<file path="src/rtl/blur_frame_ctrl.sv">
// blur_frame_ctrl: sequences one frame through the 3x3 blur core, flushing its line
// buffers with padding and forwarding exactly IMG_W*IMG_H blurred pixels downstream.
module blur_frame_ctrl #(
  parameter int          IMG_W    = 64,
  parameter int          IMG_H    = 64,
  parameter logic [7:0]  PAD_VAL  = 8'h00,
  parameter int          DRAIN_TO = 1024
) (
  input  logic       clk,
  input  logic       rst,
  input  logic       start,
  input  logic       abort,
  input  logic [7:0] s_pixel,
  input  logic       s_valid,
  output logic       s_ready,
  output logic [7:0] blur_pixel,
  output logic       blur_vld,
  input  logic [7:0] blur_out,
  input  logic       blur_vld_out,
  output logic [7:0] m_pixel,
  output logic       m_valid,
  output logic       m_last,
  output logic       busy,
  output logic       done,
  output logic       frame_err
);
  localparam int N         = IMG_W * IMG_H;
  localparam int FLUSH_LEN = IMG_W + 1;
  localparam int CW        = $clog2(IMG_W);
  localparam int RW        = $clog2(IMG_H);
  localparam int FW        = $clog2(FLUSH_LEN + 1);
  localparam int OW        = $clog2(N + 1);
  localparam int DW        = $clog2(DRAIN_TO + 1);
  typedef enum logic [2:0] {IDLE, FEED, FLUSH, DRAIN, DONE} state_t;
  state_t        state_q;
  logic [CW-1:0] col_q;
  logic [RW-1:0] row_q;
  logic [FW-1:0] flush_q;
  logic [OW-1:0] out_cnt_q;
  logic [DW-1:0] drain_q;
  logic [7:0]    blur_pixel_q, m_pixel_q;
  logic          blur_vld_q, m_valid_q, m_last_q, done_q, frame_err_q;
  logic          hs, fwd, last_col, last_row;
  assign s_ready    = state_q == FEED;
  assign busy       = state_q != IDLE;
  assign blur_pixel = blur_pixel_q;
  assign blur_vld   = blur_vld_q;
  assign m_pixel    = m_pixel_q;
  assign m_valid    = m_valid_q;
  assign m_last     = m_last_q;
  assign done       = done_q;
  assign frame_err  = frame_err_q;
  assign hs         = s_valid && s_ready;
  assign last_col   = col_q == CW'(IMG_W - 1);
  assign last_row   = row_q == RW'(IMG_H - 1);
  // core outputs past the frame's N pixels, or while idle, are dropped
  assign fwd        = blur_vld_out && !abort && state_q != IDLE && out_cnt_q != OW'(N);
  always_ff @(posedge clk or posedge rst) begin
    if (rst) begin
      state_q      <= IDLE;
      col_q        <= '0;
      row_q        <= '0;
      flush_q      <= '0;
      out_cnt_q    <= '0;
      drain_q      <= '0;
      blur_pixel_q <= '0;
      blur_vld_q   <= 1'b0;
      m_pixel_q    <= '0;
      m_valid_q    <= 1'b0;
      m_last_q     <= 1'b0;
      done_q       <= 1'b0;
      frame_err_q  <= 1'b0;
    end else begin
      done_q     <= 1'b0;
      blur_vld_q <= 1'b0;
      m_valid_q  <= fwd;
      m_last_q   <= fwd && out_cnt_q == OW'(N - 1);
      if (fwd) begin
        m_pixel_q <= blur_out;
        out_cnt_q <= out_cnt_q + 1'b1;
      end
      if (abort) state_q <= IDLE;
      else case (state_q)
        IDLE: if (start) begin
          state_q     <= FEED;
          col_q       <= '0;
          row_q       <= '0;
          flush_q     <= '0;
          out_cnt_q   <= '0;
          drain_q     <= '0;
          frame_err_q <= 1'b0;
        end
        FEED: if (hs) begin
          blur_pixel_q <= s_pixel;
          blur_vld_q   <= 1'b1;
          col_q        <= last_col ? '0 : col_q + 1'b1;
          if (last_col && last_row) state_q <= FLUSH;
          else if (last_col) row_q <= row_q + 1'b1;
        end
        FLUSH: begin
          blur_pixel_q <= PAD_VAL;
          blur_vld_q   <= 1'b1;
          if (flush_q == FW'(FLUSH_LEN - 1)) state_q <= DRAIN;
          else flush_q <= flush_q + 1'b1;
        end
        DRAIN: begin
          if (out_cnt_q == OW'(N)) begin
            state_q <= DONE;
            done_q  <= 1'b1;
          end else if (drain_q == DW'(DRAIN_TO - 1)) begin
            state_q     <= DONE;
            done_q      <= 1'b1;
            frame_err_q <= 1'b1;
          end else drain_q <= drain_q + 1'b1;
        end
        default: state_q <= IDLE;
      endcase
    end
  end
endmodule

</file>
<file path="config.mk">
export PLATFORM = sky130hd
export DESIGN_NAME = blur_frame_ctrl
export DESIGN_NICKNAME = d
export VERILOG_FILES = /design/src/rtl/blur_frame_ctrl.sv
export SDC_FILE = /design/constraint.sdc
export NUM_CORES = 1
export LEC_CHECK = 0
export ABC_AREA = 0
export CAP_MARGIN = 10
export CORE_MARGIN = 4
export CORE_UTILIZATION = 30
export DETAILED_ROUTE_END_ITERATION = 12
export PLACE_DENSITY = 0.57
export SYNTH_ARGS = -nofsm -noshare
export SYNTH_HDL_FRONTEND = slang
export SYNTH_SLANG_ARGS = --single-unit
</file>
<file path="constraint.sdc">
create_clock -name clk -period 3 [get_ports clk]
set_input_delay 0.45 -clock clk [delete_from_list [all_inputs] [get_ports clk]]
set_output_delay 0.45 -clock clk [all_outputs]
set_load 0.01 [all_outputs]
</file>
==> results of run 1 <==
[final timing paths]
path / from / to / slack [ns] / cells after the start
setup reg to reg: state_q[0]$_DFFE_PP0P_ / drain_q[2]$_DFFE_PP0P_ / 0.48 / 6
max in group asynchronous: rst / drain_q[9]$_DFFE_PP0P_ / 1.91 / 3
hold / removal: rst / blur_pixel[6]$_DFFE_PP0P_ / 0.47 / 2
setup / recovery: start / drain_q[2]$_DFFE_PP0P_ / 0.46 / 7
hold reg to reg: blur_pixel[0]$_DFFE_PP0P_ / blur_pixel[0]$_DFFE_PP0P_ / 0.48 / 2
min in group clk: blur_pixel[0]$_DFFE_PP0P_ / blur_pixel[0]$_DFFE_PP0P_ / 0.48 / 2
[cell type report]
type                            count  area share
Clock buffer                       12      0.0370
Clock inverter                      4      0.0287
Inverter                           16      0.0143
Multi-Input combinational cell    246       0.359
Sequential cell                    67       0.400
Tap cell                          140      0.0418
Timing Repair Buffer               50       0.119
[worst max-delay path: cells and delay by family]
family	cells	cell delay [ns]
buffers and inverters	2	0.73
and+or+nand+nor	4	1.37
AOI/OAI and AO/OA	1	0.27
[logic make-up after synthesis]
kind of cell	Yosys count
buffers and inverters	28
XOR/XNOR	14
AO/OA/AOI/OAI	67
AND/OR/NAND/NOR	145
flip-flops	67
adder cells (fa/ha/maj)	7
multiplexers	13
[synthesized netlist by cell type (3+ instances only)]
cell type and instances:
sky130_fd_sc_hd__a21oi_1 13, sky130_fd_sc_hd__a311oi_1 3, sky130_fd_sc_hd__and3_1 3, sky130_fd_sc_hd__and4_1 3
sky130_fd_sc_hd__clkbuf_1 8, sky130_fd_sc_hd__dfrtp_1 67, sky130_fd_sc_hd__ha_1 7, sky130_fd_sc_hd__inv_1 16
sky130_fd_sc_hd__mux2_2 10, sky130_fd_sc_hd__mux2i_1 3, sky130_fd_sc_hd__nand2_1 46, sky130_fd_sc_hd__nand2b_1 4
sky130_fd_sc_hd__nand3_1 17, sky130_fd_sc_hd__nand4_1 5, sky130_fd_sc_hd__nand4b_1 3, sky130_fd_sc_hd__nor2_1 35
sky130_fd_sc_hd__nor3_1 6, sky130_fd_sc_hd__nor4_1 4, sky130_fd_sc_hd__o211ai_1 3, sky130_fd_sc_hd__o21ai_0 21
sky130_fd_sc_hd__o31ai_1 11, sky130_fd_sc_hd__or4_1 10, sky130_fd_sc_hd__xnor2_1 8, sky130_fd_sc_hd__xor2_1 6
[report_power, final]
group	switching [mW]	internal, mW	leakage (nW)	total, mW
clock network	0.344	0.683	0.137	1.03
registers	0.120	1.06	0.904	1.18
logic	0.343	0.394	0.782	0.737
total	0.808	2.13	1.82	2.94
[registers in the layout, summed over array words and instances (netlist names)]
signal,count
blur_pixel,8
blur_vld,1
col_q,6
done,1
drain_q,11
flush_q,7
frame_err,1
m_last,1
m_pixel,8
m_valid,1
out_cnt_q,13
row_q,6
state_q,3
[through the flow]
stage,util,std cells,hold WS [ns],cell area (sq um)
2_1_floorplan,-,341,0.436,3300
3_3_place_gp,0.363,519,0.463,3910
3_5_place_dp,0.363,519,0.469,3910
4_1_cts,0.388,535,0.485,4190
5_1_grt,0.388,535,0.501,4190
6_report,0.388,535,0.474,4190
[layer usage]
layer | part of all wire | wire length [um]
met1 | 0.50 | 3670
met2 | 0.45 | 3250
met3 | 0.037 | 270
met4 | 0.011 | 82
met5 | 0 | 0
==> impl_summary.txt, run 1 <==
----------------------------------------------------
[Place]
  Setup Slack @ Placement ... 0.128 ns
  I/O Buffers ... 44
  GPL Wtd Cong ... 0.743
  Dpl hpwl ... 5060 um

[Clocking]
  Number of cells upsized or downsized after cts ... 0
  Clock latency on the worst-skew pair ... 0.34 ns
  Clk sink count ... 67
  TritonCTS clock tree ... done
  Number of hold-repair buffers added at the cts stage ... 0
  Maximum root-to-sink buffer count ... 2
  Setup repair bufs after CTS ... 0
  Root buffer cell ... sky130_fd_sc_hd__clkbuf_8
  Number of H-tree levels ... 3
  Clock slew seen by the registers of the worst setup and hold paths ... 0.07 ns
  CTS Buf Count ... 9

[Power and ir drop]
  Pwr per Cell Area ... 702 nW/um^2
  Leak pwr ... 1.82 nW
  Sum of internal, switching and leakage power ... 2.94 mW
  Maximum resistive drop on vdd ... 0.000365 V

[Timing]
  Time the final worst path needs with I/O delays and setup ... 2.54 ns
  Final count of negative-setup-slack endpoints ... 0
  Tcrit/Tclk final ... 0.848
  Sum Neg Setup Slack ... 0 ns
  Final critical-path setup slack ... 0.455 ns
  Slew Limit Headroom ... 0.520
  Hold Vio Cnt, Final ... 0
  Clock Skews ... 0.0100 ns
  Least-Margin Pin Slew ... 0.713 ns
  Maximum clock frequency ... 393 MHz
  Unrepaired setup endpoints after global routing ... false
  Max-slew violation count ... 0

[GRT]
  Wire length of the first global-routing pass ... 12700 um
  Busiest layer in global routing ... met2
  Pin count of the biggest net entering global routing ... 45
  Antenna violations before repair ... 0
  GR Layer Usage met1 ... 0.172
  Via count of the first global-routing pass ... 2731
  GR met3 Demand/Resource ... 0.0342
  Met2 GRT Util ... 0.177
  Overall track demand over capacity in global routing ... 0.121
  Overflow after GRT ... 0

[Yosys]
  Cell variety after synth ... 45
  Gate count of the mapped netlist ... 341
  Simple-gate area share of the yosys netlist ... 0.217
  Count of flip-flops with a built-in enable after synthesis ... 0
  Leading register cell type out of synthesis ... sky130_fd_sc_hd__dfrtp_1
  Net Count, Synth ... 370
  Share of synthesized area occupied by flip-flops and latches ... 0.509
  Post-synth design cell area ... 3300 sq um
  Synth area leaders ... sky130_fd_sc_hd__dfrtp_1 51%, sky130_fd_sc_hd__nand2_1 5.2%, sky130_fd_sc_hd__nor2_1 4.0%, sky130_fd_sc_hd__mux2_2 3.4%, sky130_fd_sc_hd__o21ai_0 3.2%
  Yosys top cell area share ... 0.509
  Area share of fa/ha/maj cells after synthesis ... 0.0266
  Post-synthesis mux area share ... 0.0433
  Top cell type by total area after synthesis ... sky130_fd_sc_hd__dfrtp_1
  Synthesis Warnings ... 0
  Mean area per synthesized cell ... 9.67 sq um
  Fraction of the mapped netlist area in compound gates ... 0.132
  Synthesis-stage register bit count ... 67
  Share of flip-flops with an asynchronous set or reset after synthesis ... 1.00
  Main combinational cell family by area after synthesis ... simple AND/OR/NAND/NOR gates
  Xor/xnor cell area share of the yosys netlist ... 0.0372

[Routing]
  Via count ... 2655
  Total length of routed wires ... 7270 um
  Antenna viol nets, final ... 0
  DR iter-0 viols ... 119
  Number of vias per cell after detailed routing ... 4.96
  DRT Pass-1 Iters ... 4
  Detailed-route DRC error count ... 0
  Average routed wire per standard cell ... 13.6 um

[Final layout]
  Diodes inserted ... 0
  Most frequent standard cell in the layout excluding fill and tap cells ... sky130_fd_sc_hd__dfrtp_1
  Multi-input gate area in the final layout ... 1500 sq um
  Fraction of final layout cells sized beyond drive strength 1 ... 0.0886
  Number of nets in the layout ... 419
  Growth of design area from synthesis to finish ... 27.1%
  Most frequent cells in the layout ... 67 x sky130_fd_sc_hd__dfrtp_1, 46 x sky130_fd_sc_hd__nand2_1, 44 x sky130_fd_sc_hd__clkdlybuf4s50_1, 35 x sky130_fd_sc_hd__nor2_1, 21 x sky130_fd_sc_hd__o21ai_0
  Area used by sequential logic in the layout ... 1680 sq um
  Layout fillers ... 1051

[Critical path]
  Element type at the critical path end ... flop
  Setup crit start kind ... input pin
  Highest net fanout along the worst path ... 12
  Slowest cell on the critical path ... sky130_fd_sc_hd__or3_1
  Type of the setup path with the least slack ... input pin to flop
  CP cell instances ... clkdlybuf4s50_1, or3b_1, a211o_1, or3_1, buf_4, or4_1, nand2_1
  Worst Path Required ... 3.28 ns
  Data arrival time at the worst-slack endpoint ... 2.82 ns
  Maximum cell stage delay along the critical path ... 0.54 ns

[Min path]
  Type of the tightest min-delay check ... input pin to async pin

[Die]
  Site row count ... 38
  Vertical die dimension ... 113 um
  Core Box Area ... 10800 sq um
  DIE WIDTH ... 113 um
  Die outline area ... 12700 sq um
  Initial core utilization ... 0.305
  Boundary Pins ... 45

[Flow run]
  Max cap viols ... 0

[Outcome]
  Run status ... finished, final reports clean

----------------------------------------------------
Note: power is estimated with default switching activity, not from simulation.
==> inputs of run 2 (changes only) <==
Clock period 3 ns to 2.4 ns, I/O delays scaled along.
==> run 2 against run 1 <==
Combinational power up 35%. Cell area up 0.69%. Global-route usage down 0.10 points. Sequential share of layout area down 0.27 points. Clock-buffer cell count up 1. Worst setup slack worse by 0.35 ns. Register-to-register slack worse by 0.31 ns. Clock power down 9%. Clock skew about the same. First-iteration DRC count down 39%. Critical path depth down 1.
==> impl_summary.txt, run 2 (synthesis results as in run 1) <==
----------------------------------------------------
[Clocking]
  Number of H-tree levels ... 3
  TritonCTS clock tree ... done
  Setup repair bufs after CTS ... 0
  CTS Buf Count ... 9
  Clk sink count ... 67
  Root buffer cell ... sky130_fd_sc_hd__clkbuf_8
  Maximum root-to-sink buffer count ... 2
  Clock slew seen by the registers of the worst setup and hold paths ... 0.07 ns
  Clock latency on the worst-skew pair ... 0.34 ns

[Critical path]
  Slowest cell on the critical path ... sky130_fd_sc_hd__clkdlybuf4s50_1
  Highest net fanout along the worst path ... 12
  Reg-to-reg critical path startpoint ... state_q[0]$_DFFE_PP0P_
  Maximum cell stage delay along the critical path ... 0.50 ns
  Element type at the critical path end ... flop
  Data arrival time at the worst-slack endpoint ... 2.55 ns
  Type of the setup path with the least slack ... input pin to flop
  Reg2reg path depth ... 6
  End of the worst register-to-register path ... drain_q[5]$_DFFE_PP0P_
  Reg2reg setup slack ... 0.17 ns
  Setup crit start kind ... input pin
  Worst Path Required ... 2.66 ns
  CP cell instances ... clkdlybuf4s50_1, or3b_1, a211o_1, or3_4, or4_1, a21oi_1

[Timing]
  Least-Margin Pin Slew ... 0.689 ns
  Final count of negative-setup-slack endpoints ... 0
  Time the final worst path needs with I/O delays and setup ... 2.29 ns
  Clock Skews ... 0.00972 ns
  Final critical-path setup slack ... 0.107 ns
  Max-slew violation count ... 0
  Unrepaired setup endpoints after global routing ... false
  Slew Limit Headroom ... 0.535
  Maximum clock frequency ... 436 MHz
  Hold Vio Cnt, Final ... 0
  Sum Neg Setup Slack ... 0 ns
  Tcrit/Tclk final ... 0.956

[GRT]
  Overall track demand over capacity in global routing ... 0.120
  Wire length of the first global-routing pass ... 12500 um
  GR Layer Usage met1 ... 0.164
  GR met3 Demand/Resource ... 0.0257
  Antenna violations before repair ... 0
  Pin count of the biggest net entering global routing ... 68
  Met2 GRT Util ... 0.183
  Overflow after GRT ... 0
  Via count of the first global-routing pass ... 2733
  Busiest layer in global routing ... met2

[Final layout]
  Most frequent standard cell in the layout excluding fill and tap cells ... sky130_fd_sc_hd__dfrtp_1
  Number of nets in the layout ... 433
  Diodes inserted ... 0
  Most frequent cells in the layout ... 67 x sky130_fd_sc_hd__dfrtp_1, 46 x sky130_fd_sc_hd__nand2_1, 44 x sky130_fd_sc_hd__clkdlybuf4s50_1, 35 x sky130_fd_sc_hd__nor2_1, 21 x sky130_fd_sc_hd__o21ai_0
  Top flop regs ... out_cnt_q (13), drain_q (11)
  Fraction of final layout cells sized beyond drive strength 1 ... 0.118
  Max reg flops ... 13
  Growth of design area from synthesis to finish ... 27.9%
  Register bank with the most flops ... out_cnt_q
  Area used by sequential logic in the layout ... 1680 sq um
  Layout fillers ... 1063
  Multi-input gate area in the final layout ... 1510 sq um
  Final non-filler cell total ... 548

[Power and ir drop]
  Leak pwr ... 1.86 nW
  Pwr per Cell Area ... 802 nW/um^2
  Maximum resistive drop on vdd ... 0.000381 V
  Sum of internal, switching and leakage power ... 3.38 mW

[Die]
  Vertical die dimension ... 113 um
  Die outline area ... 12700 sq um
  Initial core utilization ... 0.305
  Core Box Area ... 10800 sq um
  Site row count ... 38
  Boundary Pins ... 45
  DIE WIDTH ... 113 um

[Routing]
  DRT Pass-1 Iters ... 4
  DR iter-0 viols ... 73
  Number of vias per cell after detailed routing ... 4.91
  Detailed-route DRC error count ... 0
  Total length of routed wires ... 7210 um
  Average routed wire per standard cell ... 13.1 um
  Via count ... 2688
  Antenna viol nets, final ... 0

[Min path]
  Type of the tightest min-delay check ... input pin to async pin

[Place]
  Dpl hpwl ... 4990 um
  Setup Slack @ Placement ... -0.398 ns
  Number of placed instances, taps included ... 533
  GPL Wtd Cong ... 0.806
  I/O Buffers ... 44

[Outcome]
  Run status ... finished, final reports clean

[Flow run]
  Max cap viols ... 0

----------------------------------------------------
-- run 2: final cells by class --
type | count | area share
multi-input combinational | 246 | 0.358
timing repair buffer | 64 | 0.143
tap | 140 | 0.0415
clock buffer | 13 | 0.0377
clock inverter | 2 | 0.00831
sequential | 67 | 0.398
inverter | 16 | 0.0142
-- run 2: critical path: cells and delay by family --
kind | cells | cell delay, ns
AOI/OAI and AO/OA | 2 | 0.44
buffers and inverters | 1 | 0.50
and+or+nand+nor | 3 | 1.25
-- run 2: worst max path at each step --
stage | from | to | slack, ns | depth (start not counted)
2_1_floorplan | state_q[1]$_DFFE_PP0P_ | drain_q[5]$_DFFE_PP0P_ | 0.16 | 7
3_3_place_gp | start | drain_q[2]$_DFFE_PP0P_ | -0.35 | 7
3_5_place_dp | start | drain_q[5]$_DFFE_PP0P_ | -0.40 | 6
4_1_cts | start | drain_q[5]$_DFFE_PP0P_ | 0.06 | 6
5_1_grt | col_q[0]$_DFFE_PP0P_ | row_q[3]$_DFFE_PP0P_ | 0.007 | 7
6_report | start | drain_q[5]$_DFFE_PP0P_ | 0.11 | 6
-- run 2: what timing repair did --
action	CTS	global route
endpoints found under the setup margin	5	2
hold buffers	0	0
pin swaps	0	1
resized for setup	1	0
-- run 2: routing by layer --
layer,vias to the layer above,share of wire
met5,-,0
met3,12,0.030
met2,43,0.45
met1,1284,0.50
li1,1349,-
met4,0,0.019
-- run 2: metrics by stage --
step / hold WS, ns / area, sq um / util
final: 0.408 / 4220 / 0.391
after global placement: 0.469 / 4020 / 0.372
after floorplan: 0.436 / 3300 / -
after CTS: 0.416 / 4220 / 0.391
after detailed placement: 0.474 / 4020 / 0.372
after global routing: 0.436 / 4220 / 0.391
-- run 2: where the power goes --
part	internal [mW]	total [mW]	switching [mW]
Clock	0.531	0.941	0.411
Combinational	0.535	0.994	0.459
Sequential	1.32	1.45	0.126
==> inputs of run 3 (changes only) <==
Settings changed: CAP_MARGIN 10 to unset, REMOVE_ABC_BUFFERS set to 1, SKIP_LAST_GASP set to 1.
==> run 3 against run 2 <==
Core utilization increased by 0.17 points. Flip-flop and latch count unchanged. Via count increased by 1.9%. Critical path depth unchanged. First-iteration DRC count increased by 4.1%.
==> impl_summary.txt, run 3 (synthesis results as in run 1) <==
----------------------------------------------------
[Outcome]
  Run status ... finished, final reports clean

[GRT]
  Via count of the first global-routing pass ... 2660
  Pin count of the biggest net entering global routing ... 24
  Antenna violations before repair ... 0
  Overflow after GRT ... 0
  Wire length of the first global-routing pass ... 12600 um
  Overall track demand over capacity in global routing ... 0.120

[Power and ir drop]
  Clock network fraction of design power ... 0.279
  Switch share ... 0.304
  Switching power total ... 1.03 mW
  Cell-internal power ... 2.37 mW
  Logic gate share of total power ... 0.298
  Sequential power share ... 0.423
  Pwr per Cell Area ... 805 nW/um^2
  Leak pwr ... 1.87 nW
  Maximum resistive drop on vdd ... 0.000491 V

[Die]
  Die outline area ... 12700 sq um
  Vertical die dimension ... 113 um
  Initial core utilization ... 0.305
  DIE WIDTH ... 113 um
  Site row count ... 38
  Core Box Area ... 10800 sq um
  Boundary Pins ... 45

[Timing]
  Sum Neg Setup Slack ... 0 ns
  Worst hold margin ... 0.347 ns
  Least-Margin Pin Slew ... 0.470 ns
  Tcrit/Tclk final ... 0.960
  Time the final worst path needs with I/O delays and setup ... 2.30 ns
  Maximum clock frequency ... 434 MHz
  Final count of negative-setup-slack endpoints ... 0
  Unrepaired setup endpoints after global routing ... false
  Hold Vio Cnt, Final ... 0
  Final critical-path setup slack ... 0.0966 ns
  Slew Limit Headroom ... 0.686
  Max-slew violation count ... 0
  Clock Skews ... 0.00693 ns

[Min path]
  Type of the tightest min-delay check ... input pin to async pin

[Clocking]
  Clock slew seen by the registers of the worst setup and hold paths ... 0.08 ns
  Maximum root-to-sink buffer count ... 2
  Setup repair bufs after CTS ... 0
  Clk sink count ... 67
  Number of hold-repair buffers added at the cts stage ... 0
  TritonCTS clock tree ... done
  Number of H-tree levels ... 3
  Clock latency on the worst-skew pair ... 0.34 ns
  CTS Buf Count ... 9
  Root buffer cell ... sky130_fd_sc_hd__clkbuf_8

[Critical path]
  Worst Path Required ... 2.66 ns
  Type of the setup path with the least slack ... input pin to flop
  Setup crit start kind ... input pin
  Reg2reg path depth ... 5
  Data arrival time at the worst-slack endpoint ... 2.57 ns
  Element type at the critical path end ... flop
  End of the worst register-to-register path ... drain_q[9]$_DFFE_PP0P_
  Reg-to-reg critical path startpoint ... state_q[0]$_DFFE_PP0P_
  Reg2reg setup slack ... 0.19 ns
  Highest net fanout along the worst path ... 10

[Routing]
  DRT Pass-1 Iters ... 4
  DR iter-0 viols ... 76
  Total length of routed wires ... 7340 um
  Average routed wire per standard cell ... 13.3 um
  Number of vias per cell after detailed routing ... 4.96
  Antenna viol nets, final ... 0
  Detailed-route DRC error count ... 0
  Via count ... 2740

[Final layout]
  Register bank with the most flops ... out_cnt_q
  Most frequent cells in the layout ... 67 x sky130_fd_sc_hd__dfrtp_1, 46 x sky130_fd_sc_hd__nand2_1, 44 x sky130_fd_sc_hd__clkdlybuf4s50_1, 35 x sky130_fd_sc_hd__nor2_1, 23 x sky130_fd_sc_hd__buf_4
  Most frequent standard cell in the layout excluding fill and tap cells ... sky130_fd_sc_hd__dfrtp_1
  Final non-filler cell total ... 552
  Number of nets in the layout ... 436
  Fraction of final layout cells sized beyond drive strength 1 ... 0.131
  Final Instance Area ... 4240 sq um
  Growth of design area from synthesis to finish ... 28.5%
  Top flop regs ... out_cnt_q (13), drain_q (11)
  Max reg flops ... 13
  Diodes inserted ... 0

[Place]
  I/O Buffers ... 44
  Number of placed instances, taps included ... 536
  Placed Area ... 4030 sq um
  Setup Slack @ Placement ... -0.342 ns
  GPL Wtd Cong ... 0.791
  Dpl hpwl ... 5400 um

[Flow run]
  Max cap viols ... 0

----------------------------------------------------
[run 3: changes by cell type in the layout (fill, tap and decap cells not counted)]
| cell | delta |
|---|---|
| sky130_fd_sc_hd__buf_4 | +4 |
| sky130_fd_sc_hd__clkbuf_1 | -2 |
| sky130_fd_sc_hd__clkinv_4 | +2 |
| sky130_fd_sc_hd__buf_12 | -1 |
| sky130_fd_sc_hd__clkbuf_8 | -1 |
| sky130_fd_sc_hd__clkinv_2 | +1 |
| sky130_fd_sc_hd__clkinvlp_4 | +1 |
[run 3: power by group through the flow]
stage,Clock (mW),Sequential (mW),Combinational [mW]
after floorplan,0,1.54,0.391
after global placement,0,1.45,1.01
after global routing,1.03,1.47,1.12
after CTS,0.981,1.44,1.03
after detailed placement,0,1.46,1.03
final,0.950,1.44,1.02
[run 3: worst max-delay path, stage by stage]
cell and delay (ns):
sky130_fd_sc_hd__clkdlybuf4s50_1 0.47, sky130_fd_sc_hd__or3b_1 0.35, sky130_fd_sc_hd__a211o_1 0.29, sky130_fd_sc_hd__or3_4 0.45, sky130_fd_sc_hd__or4_1 0.48, sky130_fd_sc_hd__a21oi_1 0.17
[run 3: per-layer routing]
layer	wire (um)	part of all wire	vias up	track usage
met3	277	0.038	10	0.0241
met2	3450	0.47	52	0.192
met5	0	0	-	0
met1	3490	0.47	1326	0.160
li1	-	-	1352	-
met4	122	0.017	0	0.0505
[run 3: through the flow]
stage | total power, mW | util
CTS | 3.46 | 0.392
floorplan | 1.93 | -
global route | 3.62 | 0.393
finish | 3.41 | 0.393
detailed placement | 2.49 | 0.373
global placement | 2.47 | 0.373
[run 3: area by class of cell]
| class | instances | area [sq um] |
|---|---|---|
| multi-input combinational | 246 | 1510 |
| sequential | 67 | 1680 |
| timing repair buffer | 67 | 613 |
| clock inverter | 6 | 65.1 |
| inverter | 16 | 60.1 |
| fill | 1067 | 6560 |
| tap | 140 | 175 |
| clock buffer | 10 | 138 |
[run 3: worst max-delay path by stage]
| stage | startpoint | endpoint | slack [ns] | cells after the start |
|---|---|---|---|---|
| finish | start | drain_q[9]$_DFFE_PP0P_ | 0.1 | 6 |
| global route | start | drain_q[9]$_DFFE_PP0P_ | 0.0003 | 6 |
| CTS | start | drain_q[2]$_DFFE_PP0P_ | 0.01 | 7 |
| detailed placement | start | drain_q[2]$_DFFE_PP0P_ | -0.34 | 7 |
| global placement | start | drain_q[2]$_DFFE_PP0P_ | -0.32 | 7 |
| floorplan | state_q[0]$_DFFE_PP0P_ | drain_q[5]$_DFFE_PP0P_ | 0.04 | 5 |
[run 3: timing repair]
| action | CTS | global route |
|---|---|---|
| resized for setup | 0 | 1 |
| setup endpoints to repair | 0 | 7 |
| endpoints found under the hold margin | 0 | 0 |
